===== config.mk =====
export PLATFORM = sky130hd
export DESIGN_NAME = gpsreceiver2_capture
export DESIGN_NICKNAME = d
export VERILOG_FILES = /design/src/rtl/gpsreceiver2_pkg.sv /design/src/rtl/gpsreceiver2_packer.sv /design/src/rtl/gpsreceiver2_capture.sv
export SDC_FILE = /design/constraint.sdc
export NUM_CORES = 1
export LEC_CHECK = 0
export ABC_AREA = 1
export ABC_CLOCK_PERIOD_IN_PS = 2800
export CORE_MARGIN = 4
export CORE_UTILIZATION = 56
export DETAILED_ROUTE_END_ITERATION = 16
export HOLD_SLACK_MARGIN = 0.03
export PLACE_DENSITY = 0.95
export SLEW_MARGIN = 15
export SYNTH_ARGS = -nofsm -noshare
export SYNTH_HDL_FRONTEND = slang
export SYNTH_HIERARCHICAL = 1
export SYNTH_SLANG_ARGS = --single-unit

===== constraint.sdc =====
create_clock -name sys_clk -period 2.8 [get_ports sys_clk]
set_input_delay 0.56 -clock sys_clk [delete_from_list [all_inputs] [get_ports sys_clk]]
set_output_delay 0.56 -clock sys_clk [all_outputs]
set_load 0.1 [all_outputs]

===== src/rtl/gpsreceiver2_pkg.sv =====
// Shared types and sizing for the GPS sample capture block.
// Buffer is 2048 bytes of four 2-bit {sign,mag} samples each.
package gpsreceiver2_pkg;

    localparam int BUF_BYTES        = 2048;
    localparam int ADR_W            = 11;
    localparam int SAMPLES_PER_BYTE = 4;
    localparam int LEN_W            = 12;

    typedef enum logic [1:0] {
        ST_IDLE    = 2'd0,
        ST_ARMED   = 2'd1,
        ST_CAPTURE = 2'd2,
        ST_DONE    = 2'd3
    } cap_state_t;

    // Zero or anything above the buffer size means a full buffer.
    function automatic logic [LEN_W-1:0] eff_len(input logic [LEN_W-1:0] len);
        if (len == '0 || len > LEN_W'(BUF_BYTES)) begin
            return LEN_W'(BUF_BYTES);
        end
        return len;
    endfunction

endpackage


===== src/rtl/gpsreceiver2_packer.sv =====
// Packs 2-bit samples into bytes, sample k at bits [2k+1:2k].
// byte_valid is combinational with the 4th strobe; clear drops any partial byte.
module gpsreceiver2_packer
    import gpsreceiver2_pkg::*;
(
    input  logic       clk,
    input  logic       rst,
    input  logic       clear,
    input  logic [1:0] sample_dat,
    input  logic       sample_stb,
    output logic [7:0] byte_dat,
    output logic       byte_valid
);

    localparam logic [1:0] LAST_IDX = 2'(SAMPLES_PER_BYTE - 1);

    logic [5:0] partial;
    logic [1:0] idx;

    always_ff @(posedge clk) begin
        if (rst || clear) begin
            partial <= '0;
            idx     <= '0;
        end else if (sample_stb) begin
            case (idx)
                2'd0:    partial[1:0] <= sample_dat;
                2'd1:    partial[3:2] <= sample_dat;
                2'd2:    partial[5:4] <= sample_dat;
                default: partial      <= '0;
            endcase
            idx <= idx + 2'd1;
        end
    end

    assign byte_dat   = {sample_dat, partial};
    assign byte_valid = sample_stb && !clear && (idx == LAST_IDX);

endmodule


===== src/rtl/gpsreceiver2_capture.sv =====
// Captures packed GPS front-end samples into a 2048-byte buffer, one registered write per byte.
// Define GPSRECEIVER2_PPS_TRIGGER_EN to hold ARMED until a pps rising edge; otherwise ARMED lasts one cycle.
module gpsreceiver2_capture
    import gpsreceiver2_pkg::*;
(
    input  logic             sys_clk,
    input  logic             sys_rst,
    input  logic             sample_sign,
    input  logic             sample_mag,
    input  logic             sample_stb,
    input  logic             pps,
    input  logic             start,
    input  logic             abort,
    input  logic [LEN_W-1:0] cap_len,
    output logic [7:0]       rxb0_dat,
    output logic [ADR_W-1:0] rxb0_adr,
    output logic             rxb0_we,
    output logic             busy,
    output logic             done,
    output logic             irq,
    output logic [LEN_W-1:0] byte_count
);

    cap_state_t       state;
    cap_state_t       state_nxt;
    logic             capturing;
    logic             accept_start;
    logic             byte_valid;
    logic [7:0]       byte_dat;
    logic             write_ok;
    logic             last_byte;
    logic             pps_go;
    logic [LEN_W-1:0] len_q;

    assign capturing    = (state == ST_CAPTURE) && !abort;
    assign accept_start = start && !abort && (state == ST_IDLE || state == ST_DONE);
    assign write_ok     = capturing && byte_valid;
    assign last_byte    = (byte_count + LEN_W'(1)) == len_q;
    assign busy         = (state == ST_ARMED) || (state == ST_CAPTURE);

`ifdef GPSRECEIVER2_PPS_TRIGGER_EN
    logic pps_q;

    always_ff @(posedge sys_clk) begin
        if (sys_rst) begin
            pps_q <= 1'b0;
        end else begin
            pps_q <= pps;
        end
    end

    assign pps_go = pps && !pps_q;
`else
    logic unused_pps;
    assign unused_pps = pps;
    assign pps_go     = 1'b1;
`endif

    // Packer only runs in CAPTURE, so ARMED-phase samples and aborted partials vanish.
    gpsreceiver2_packer u_packer (
        .clk        (sys_clk),
        .rst        (sys_rst),
        .clear      (!capturing),
        .sample_dat ({sample_sign, sample_mag}),
        .sample_stb (sample_stb),
        .byte_dat   (byte_dat),
        .byte_valid (byte_valid)
    );

    always_ff @(posedge sys_clk) begin
        if (sys_rst) begin
            state <= ST_IDLE;
        end else begin
            state <= state_nxt;
        end
    end

    always_comb begin
        state_nxt = state;
        case (state)
            ST_IDLE, ST_DONE: begin
                if (accept_start) state_nxt = ST_ARMED;
            end
            ST_ARMED: begin
                if (abort)       state_nxt = ST_IDLE;
                else if (pps_go) state_nxt = ST_CAPTURE;
            end
            ST_CAPTURE: begin
                if (abort)                      state_nxt = ST_IDLE;
                else if (write_ok && last_byte) state_nxt = ST_DONE;
            end
            default: state_nxt = ST_IDLE;
        endcase
    end

    // Write port registers hold between strobes; the final write lands with DONE and irq.
    always_ff @(posedge sys_clk) begin
        if (sys_rst) begin
            rxb0_we    <= 1'b0;
            rxb0_dat   <= '0;
            rxb0_adr   <= '0;
            done       <= 1'b0;
            irq        <= 1'b0;
            byte_count <= '0;
            len_q      <= LEN_W'(BUF_BYTES);
        end else begin
            rxb0_we <= 1'b0;
            irq     <= 1'b0;
            if (accept_start) begin
                done       <= 1'b0;
                byte_count <= '0;
                rxb0_adr   <= '0;
                len_q      <= eff_len(cap_len);
            end
            if (write_ok) begin
                rxb0_we    <= 1'b1;
                rxb0_dat   <= byte_dat;
                rxb0_adr   <= byte_count[ADR_W-1:0];
                byte_count <= byte_count + LEN_W'(1);
                if (last_byte) begin
                    done <= 1'b1;
                    irq  <= 1'b1;
                end
            end
        end
    end

endmodule

==> Yosys cells after proc, flatten, opt, wreduce, memory -nomap -nowiden <==
Index checks and enable logic that the tools add are counted.
{ "classes": {"n_addsub": 2, "mul": 0, "div": 0, "order_cmp": 1, "n_eq_ne": 9, "n_shift": 0, "n_mux": 22, "n_bitwise": 4, "n_reduce_logical": 26} }
{ "op_table": {"columns": ["cell", "count"], "rows": [
  ["two-way mux 12 bit", 4],
  ["two-way mux 11 bit", 2],
  ["adder 12 x 1 -> 12 bit, second input constant", 1],
  ["equality test 12 bit", 1],
  ["> comparator 12 bit, second input constant", 1],
  ["logical NOT 12 bit", 1],
  ["case mux 2 bit (2 select lines)", 3],
  ["OR reduction 2 bit", 5],
  ["equality test 2 bit, second input constant", 4],
  ["two-way mux 1 bit", 8],
  ["two-way mux 2 bit", 4],
  ["AND reduction 2 bit", 4],
  ["logical AND 1 bit", 7],
  ["case mux 2 bit (3 select lines)", 1],
  ["equality test 2 x 1 -> 1 bit, second input constant", 2],
  ["logical NOT 2 bit", 2],
  ["logical OR 1 bit", 4],
  ["NOT 1 bit", 4],
  ["inequality test 3 x 2 -> 1 bit, second input constant", 1],
  ["adder 2 x 1 -> 2 bit, second input constant", 1],
  ["logical NOT 1 bit", 2],
  ["inequality test 2 bit, second input constant", 1],
  ["nonzero test 2 bit", 1]
]} }
{ "word_totals": {"reg_bits": 56, "latchBits": 0, "mem_bits_rw": 0, "rom_bits": 0, "in_bits": 20, "output_inout_bits": 35, "word_cells": 76, "mem_count": 0} }

==> Depth between registers and ports, before layout <==
Gate-level depths: netlist of run 1.
{ "depth": {"ltp_word": 9, "mapped_depth": 17, "depth_no_buf": 17} }

==> By module <==
Netlist of run 1, hierarchy kept.
{ "modules_own_cells": {"columns": ["module", "instances", "cells_each", "area_each_um2", "seq_area_each_um2"], "rows": [
  ["gpsreceiver2_capture", 1, 333, 2317.2, 960.9],
  ["gpsreceiver2_packer", 1, 64, 491.7, 160.2]
]} }

==> Worst setup path after synthesis of run 1 <==
Ideal clock, no wire load.
{ "synth_timing": {"path_kind": "reg2reg", "startpoint": "reg byte_count[0]", "endpoint": "reg state[1]", "setup_time_ns": 0.131, "t_arrival_ns": 2.448, "required_ns": 2.669, "setup_slack_ns": 0.222, "stages_incl_launch_ff": 15, "n_path_buf": 0, "period_less_slack_ns": 2.578, "cell_sequence": "dfxtp_1 > ha_1 > nand2_2 > nor2_4 > nand2_2 > clkinv_2 > nand3_2 > nand3_1 > nand2_1 > nor2_2 > nand3_2 > nand2_2 > nand2_2 > nand2_2 > a21oi_2"} }
{ "synth_between": {"elab_chain_len": 5} }
{ "synth_rtl": {"columns": ["item", "line_no", "rtl"], "rows": [
  ["start: declaration", "gpsreceiver2_capture.sv:21", "output logic [LEN_W-1:0] byte_count"],
  ["start signal: assignment", "gpsreceiver2_capture.sv:119", "byte_count <= byte_count + LEN_W'(1);"],
  ["adder 12 x 1 -> 12 bit", "gpsreceiver2_capture.sv:38", "assign last_byte = (byte_count + LEN_W'(1)) == len_q;"],
  ["equality test 12 bit", "gpsreceiver2_capture.sv:38", null],
  ["logical AND 1 bit", "gpsreceiver2_capture.sv:90", "else if (write_ok && last_byte) state_nxt = ST_DONE;"],
  ["inequality test 3 x 2 -> 1 bit (no line)", null, null],
  ["AND reduction 2 bit (no line)", null, null],
  ["end signal: assignment", "gpsreceiver2_capture.sv:74", "state <= state_nxt;"],
  ["end: declaration", "gpsreceiver2_capture.sv:24", "cap_state_t state;"]
]} }
No other way between the ends.
A chain may end at the register's enable or synchronous reset.

==> Final worst setup path of run 1 <==
{ "layout_timing": {"startpoint": "in abort", "endpoint": "reg state[1]"} }
{ "layout_between": {"elab_chain_len": 8, "elab_cells_between_ends": 14, "classes_between": "eq/ne (2); mux (3); reduce/logical (9)"} }
{ "layout_rtl": {"columns": ["item", "line_no", "rtl"], "rows": [
  ["start: declaration", "gpsreceiver2_capture.sv:13", "input logic abort,"],
  ["logical NOT 1 bit", "gpsreceiver2_capture.sv:35", "assign capturing = (state == ST_CAPTURE) && !abort;"],
  ["logical AND 1 bit", "gpsreceiver2_capture.sv:35", null],
  ["logical AND 1 bit (2 in series)", "gpsreceiver2_packer.sv:36", "assign byte_valid = sample_stb && !clear && (idx == LAST_IDX);"],
  ["net byte_valid", "gpsreceiver2_capture.sv:28", "logic byte_valid;"],
  ["logical AND 1 bit", "gpsreceiver2_capture.sv:37", "assign write_ok = capturing && byte_valid;"],
  ["logical AND 1 bit", "gpsreceiver2_capture.sv:90", null],
  ["inequality test 3 x 2 -> 1 bit (no line)", null, null],
  ["AND reduction 2 bit (no line)", null, null]
]} }
The timed path passes the listed nets, and every way through them passes these cells.

==> results of run 1 <==
## layer usage
metal / global-route usage (%) / up-vias / share of wire (%)
li1: - / 1374 / -
met1: 29.6 / 1199 / 45
met2: 36.0 / 90 / 47
met3: 4.54 / 7 / 6.9
met4: 6.36 / 0 / 1.0
met5: 0 / - / 0
## kinds of logic after synthesis
family	share of synthesized area, %
simple gates	35.7
flops	39.9
fa+ha+maj	4.45
compound gates	10.4
xor+xnor	0.936
buf+inv	8.55
## area by class of cell
type | instances | area (um^2)
timing repair buffer | 59 | 488
fill | 389 | 1360
inverter | 45 | 175
clock buffer | 6 | 72.6
clock inverter | 2 | 35.0
multi-input combinational | 283 | 1450
tap | 67 | 83.8
sequential | 56 | 1120
## how the worst max path moves through the flow
stage                                     startpoint               endpoint  slack (ns)
after floorplan           byte_count[0]$_SDFFE_PP0P_  state[1]$_SDFFE_PP0P_        0.22
after global placement                         abort  state[1]$_SDFFE_PP0P_        0.27
after detailed placement                       abort  state[1]$_SDFFE_PP0P_        0.23
after CTS                                      abort  state[1]$_SDFFE_PP0P_        0.56
after global routing                           abort  state[1]$_SDFFE_PP0P_        0.28
final                                          abort  state[1]$_SDFFE_PP0P_        0.57
## worst max-delay path: stages
cell             delay, ns
clkdlybuf4s50_1       0.46
inv_1                 0.08
nand2_1               0.12
nor2_1                0.12
inv_1                 0.04
nor2_1                0.20
nand2_1               0.08
nor2_1                0.08
nand2_1               0.05
nor2_1                0.08
nand2_1               0.06
nor2_2                0.09
nand3_2               0.12
nand2_2               0.10
nand2_2               0.06
nand2_2               0.07
a21oi_2               0.04
## sequential cells by signal, indices dropped and copies added (netlist names)
| register | cells |
|---|---|
| irq | 1 |
| rxb0_adr | 11 |
| done | 1 |
| rxb0_dat | 8 |
| rxb0_we | 1 |
| len_q | 12 |
| u_packer/idx | 2 |
| u_packer/partial | 6 |
| state | 2 |
| byte_count | 12 |
## power breakdown
group | switching [mW] | total, mW | internal [mW] | leakage [nW]
logic | 0.109 | 0.167 | 0.0582 | 0.933
clock network | 0.254 | 0.520 | 0.266 | 0.0552
registers | 0.00672 | 0.814 | 0.807 | 0.452
total | 0.369 | 1.50 | 1.13 | 1.44
## synthesized netlist by cell type, types with 2 or more instances
master    number
inv_1         42
nor2_1        43
nand2_1       93
nand2_2        7
clkbuf_1       9
nor2_2         7
nor2_4         5
xnor2_1        2
buf_4          2
a21oi_2        2
nor3_1         3
dfxtp_1       56
nand3_1       47
ha_1          10
a32o_1         2
a21oi_1       15
o21ai_0       35
nand3_2        4
## stage by stage
stage                     util, %  setup slack (ns)
after floorplan                 -             0.222
after detailed placement     69.3             0.232
after global placement       69.3             0.272
after CTS                    71.5             0.558
final                        71.5             0.574
after global routing         71.5             0.285
==> metrics.md, run 1 <==
| Metric | Value |
|---|---|
| Status | completed |
| First-pass GRT wire length | 11200 um |
| Starting DRT DRC Count | 203 |
| Core ar. | 4790 um^2 |
| Synth unique cells | 31 |
| Chip height | 78.8 um |
| Remaining DRCs | 0 |
| Crit-path max FO | 4 |
| Final hold viol count | 0 |
| Hold Path Sink | done$_SDFF_PP0_ |
| Die X | 78.8 um |
| Fraction of layout cells with a size suffix above 1 | 17.7% |
| Antenna diode count | 0 |
| Top-area cell type share of the netlist area | 39.9% |
| WHS | 0.482 ns |
| Filler-free cell count of the finished design | 518 |
| Critical Path AT | 2.43 ns |
| Final Cell Area | 3420 um^2 |
| Required @ worst endpoint | 3.00 ns |
| Worst-Skew Late Latency | 0.31 ns |
| Period utilization | 79.5% |
| Beginning of the worst hold path | done$_SDFF_PP0_ |
| Root buf cell | clkbuf_8 |
| Final-report max-slew violation count | 0 |
| Ports | 55 |
| Final setup fails | 0 |
| Antenna viol nets, final | 0 |
| Syn avg cell area | 7.08 um^2 |
| PortBufs | 53 |
| Leakage | 1.44 nW |
| Postcts setup bufs | 0 |
| Post-Synthesis Cells | 397 |
| Commonest cells after routing, fill and taps aside | nand2_1, dfxtp_1, nand3_1 |
| Post-synth ARST share | 0% |
| Hold buffers post-CTS | 0 |
| Largest net degree at the start of global routing | 23 |
| Total power | 1.50 mW |
| DP Area | 3320 um^2 |
| Largest area contributor in the netlist | dfxtp_1 |
| GP Congestion | 0.944 |
| Worst Reg2Reg Path Length in Cells | 14 |
| GRT overflow | 0 |
| Reg-to-Reg End | state[1]$_SDFFE_PP0P_ |
| Drt pass-1 iters | 4 |
| Die area | 6210 um^2 |
| Unrepaired setup endpoints after global routing | no |
| Setup crit start kind | primary input |
| Cell row count | 25 |
| Number of gates resized after cts | 0 |
| Primary FF master, synth | dfxtp_1 |
| Max-Slew Margin vs Limit | 56.0% |
| Detail Placement HPWL | 5110 um |
| Area grow syn2layout | 21.9% |
| Initial antenna violation count | 0 |
| Initial Util | 58.7% |
| Sequential-to-total area share from yosys stat | 39.9% |
| Period minus WS final | 2.23 ns |
| Worst-path clk slew | 0.09 ns |
| Post-synthesis cell area | 2810 um^2 |
| Final setup skew | 0.0120 ns |
| Nets | 480 |
| Fmax | 449 MHz |
| Synth area leaders | dfxtp_1, nand2_1, nand3_1 |
| Setup TNS | 0 ns |
| Num CTS Buffers | 5 |
| Max-cap violation count | 0 |
| Final wirelength | 6530 um |
| Worst hold path type | reg -> reg |
| Tightest Pin Transition | 0.658 ns |
| Crit Path Class | in -> reg |
| CTS H-tree lvls | 2 |
| Maximum VDD drop | 0.284 mV |
| Post-synth EDFFs | 0 |
| GRT Overall Usage | 22.1% |
| Max Root-Sink Buffers | 2 |
| CTS tree | done |
| Syn nets | 427 |
| Vias in the first global route | 2455 |
| Reg2reg setup slack | 0.75 ns |
| FF+latch count, synth | 56 |
| Vias/cell | 5.15 |
| Vias | 2670 |
| Cell total after placement | 510 |
| Wirelength per Cell | 12.6 um |
| Launch point of the worst reg-to-reg path | byte_count[0]$_SDFFE_PP0P_ |
| Crit end category | flop |
| PwrDens | 438 nW/um^2 |
| Yosys warning count | 6 |
| WHS Path Cells | 2 |
| Most common cell after layout, fill and taps aside | nand2_1 |
| Sink Count | 56 |
No activity file was read; power rests on OpenSTA's default activity.
==> run 2: changes to the inputs <==
Settings changed: ABC_CLOCK_PERIOD_IN_PS 2800 to 2150, CORE_UTILIZATION 56 to 52, PLACE_DENSITY 0.95 to 0.91.
Clock period 2.8 ns to 2.15 ns, I/O delays scaled along.
==> run 2 against run 1 <==
Flip-flop and latch count unchanged. Setup slack got worse by 0.35 ns. Clock-buffer cell count increased by 2. Register-to-register slack got worse by 0.53 ns. Largest power group unchanged. Highest routed layer unchanged.
==> metrics.md, run 2 (synthesis results as in run 1) <==
| Metric | Value |
|---|---|
| Final setup fails | 0 |
| Postcts setup bufs | 0 |
| PortBufs | 53 |
| Starting DRT DRC Count | 266 |
| Ports | 55 |
| GRT overflow | 0 |
| Tightest Pin Transition | 0.329 ns |
| Sink Count | 56 |
| First-pass GRT wire length | 11000 um |
| Crit Path Class | reg -> reg |
| Num CTS Buffers | 5 |
| Reg2reg setup slack | 0.22 ns |
| Vias/cell | 5.16 |
| Max-Slew Margin vs Limit | 77.9% |
| CTS H-tree lvls | 2 |
| Unrepaired setup endpoints after global routing | no |
| GP Congestion | 0.893 |
| Number of gates resized after cts | 0 |
| Fraction of layout cells with a size suffix above 1 | 21.9% |
| Worst hold path type | reg -> reg |
| Util after Layout | 68.4% |
| Cell total after placement | 523 |
| Core ar. | 5170 um^2 |
| Leakage | 1.48 nW |
| PwrDens | 537 nW/um^2 |
| Vias in the first global route | 2567 |
| CP startpoint | u_packer/idx[1]$_SDFFE_PP0P_ |
| Total power | 1.90 mW |
| Most common cell after layout, fill and taps aside | nand2_1 |
| Wirelength per Cell | 12.4 um |
| Crit path top cell by count | nand2_1 |
| Drt pass-1 iters | 5 |
| Cell row count | 26 |
| Worst Reg2Reg Path Length in Cells | 16 |
| Antenna viol nets, final | 0 |
| Crit-path max FO | 5 |
| Final hold viol count | 0 |
| Setup TNS | 0 ns |
| Final setup skew | 0.00665 ns |
| Commonest cells after routing, fill and taps aside | nand2_1, dfxtp_1, buf_4 |
| Largest net degree at the start of global routing | 23 |
| Die X | 81.5 um |
| Setup crit start kind | flop |
| Worst-path clk slew | 0.09 ns |
| CP cell instances | ha_1 -> nand2_1 -> nor2_1 -> inv_1 -> nor2_4 -> nand2_1 -> nor2_1 -> nand2_1 -> nor2_1 -> nand2_1 -> nor2_2 -> nand3_2 -> nand2_2 -> nand2_2 -> nand2_2 -> a21oi_2 |
| Antenna diode count | 0 |
| Crit path capture | state[1]$_SDFFE_PP0P_ |
| Largest registers | byte_count (12), len_q (12), rxb0_adr (11) |
| Maximum VDD drop | 0.537 mV |
| DP Area | 3440 um^2 |
| Reg-to-Reg End | state[1]$_SDFFE_PP0P_ |
| Worst-Skew Late Latency | 0.31 ns |
| Crit end category | flop |
| Period minus WS final | 1.93 ns |
| Status | completed |
| Remaining DRCs | 0 |
| Launch point of the worst reg-to-reg path | u_packer/idx[1]$_SDFFE_PP0P_ |
| Nets | 490 |
| Final-report max-slew violation count | 0 |
| Max Root-Sink Buffers | 2 |
| Initial Util | 54.3% |
| Vias | 2742 |
| Crit-path max cell delay | 0.44 ns |
| Detail Placement HPWL | 5050 um |
| Period utilization | 89.8% |
| Die area | 6640 um^2 |
| Required @ worst endpoint | 2.36 ns |
| Hold buffers post-CTS | 0 |
| Final wirelength | 6580 um |
| Final Cell Area | 3540 um^2 |
| Fmax | 518 MHz |
| GRT Overall Usage | 20.9% |
| CP max-delay cell | dfxtp_1 |
| Critical Path AT | 2.14 ns |
| Chip height | 81.5 um |
| Max-cap violation count | 0 |
| Root buf cell | clkbuf_8 |
| Area grow syn2layout | 26.0% |
| Initial antenna violation count | 0 |
| Filler-free cell count of the finished design | 531 |
| CTS tree | done |
[run 2: cell types whose count changed in the layout (fill, tap and decap cells not counted), moves of 2 or more]
cell,delta
dfxtp_1,-7
buf_4,+8
buf_12,+2
dfxtp_2,+7
[run 2: area by class of cell]
| cell class | count | area, um^2 |
|---|---|---|
| clock buffer | 8 | 90.1 |
| fill | 450 | 1630 |
| tap | 70 | 87.6 |
| inverter | 45 | 179 |
| sequential | 56 | 1130 |
| timing repair buffer | 69 | 588 |
| multi-input combinational | 283 | 1470 |
[run 2: worst min path at each step]
stage | from | to | depth (start not counted)
5_1_grt | rxb0_adr[1]$_SDFFE_PP0P_ | rxb0_adr[1]$_SDFFE_PP0P_ | 2
3_3_place_gp | done$_SDFF_PP0_ | done$_SDFF_PP0_ | 2
6_report | rxb0_adr[1]$_SDFFE_PP0P_ | rxb0_adr[1]$_SDFFE_PP0P_ | 2
4_1_cts | u_packer/partial[1]$_SDFFE_PP0P_ | u_packer/partial[1]$_SDFFE_PP0P_ | 2
3_5_place_dp | u_packer/partial[1]$_SDFFE_PP0P_ | u_packer/partial[1]$_SDFFE_PP0P_ | 2
2_1_floorplan | u_packer/partial[3]$_SDFFE_PP0P_ | u_packer/partial[3]$_SDFFE_PP0P_ | 2
[run 2: power breakdown]
part           internal [mW]  switching, mW
Clock                  0.263          0.318
Sequential              1.05        0.00877
Combinational          0.108          0.153
[run 2: layer usage]
layer,GRT usage [%],share of wire [%]
met4,5.74,1.3
met3,3.18,5.8
met2,35.2,45
met1,27.6,47
met5,0,0
[run 2: critical path, delay by kind of cell, from the launching register on]
kind,cells,cell delay [ns]
compound gates,1,0.05
fa+ha+maj,1,0.19
buf+inv,1,0.07
flops,1,0.44
simple gates,13,1.09
[run 2: metrics by stage]
stage	hold WS (ns)	worst slack (ns)
2_1_floorplan	0.452	-0.0368
3_3_place_gp	0.463	-0.101
3_5_place_dp	0.474	-0.208
4_1_cts	0.491	0.0882
5_1_grt	0.507	0.0129
6_report	0.488	0.219
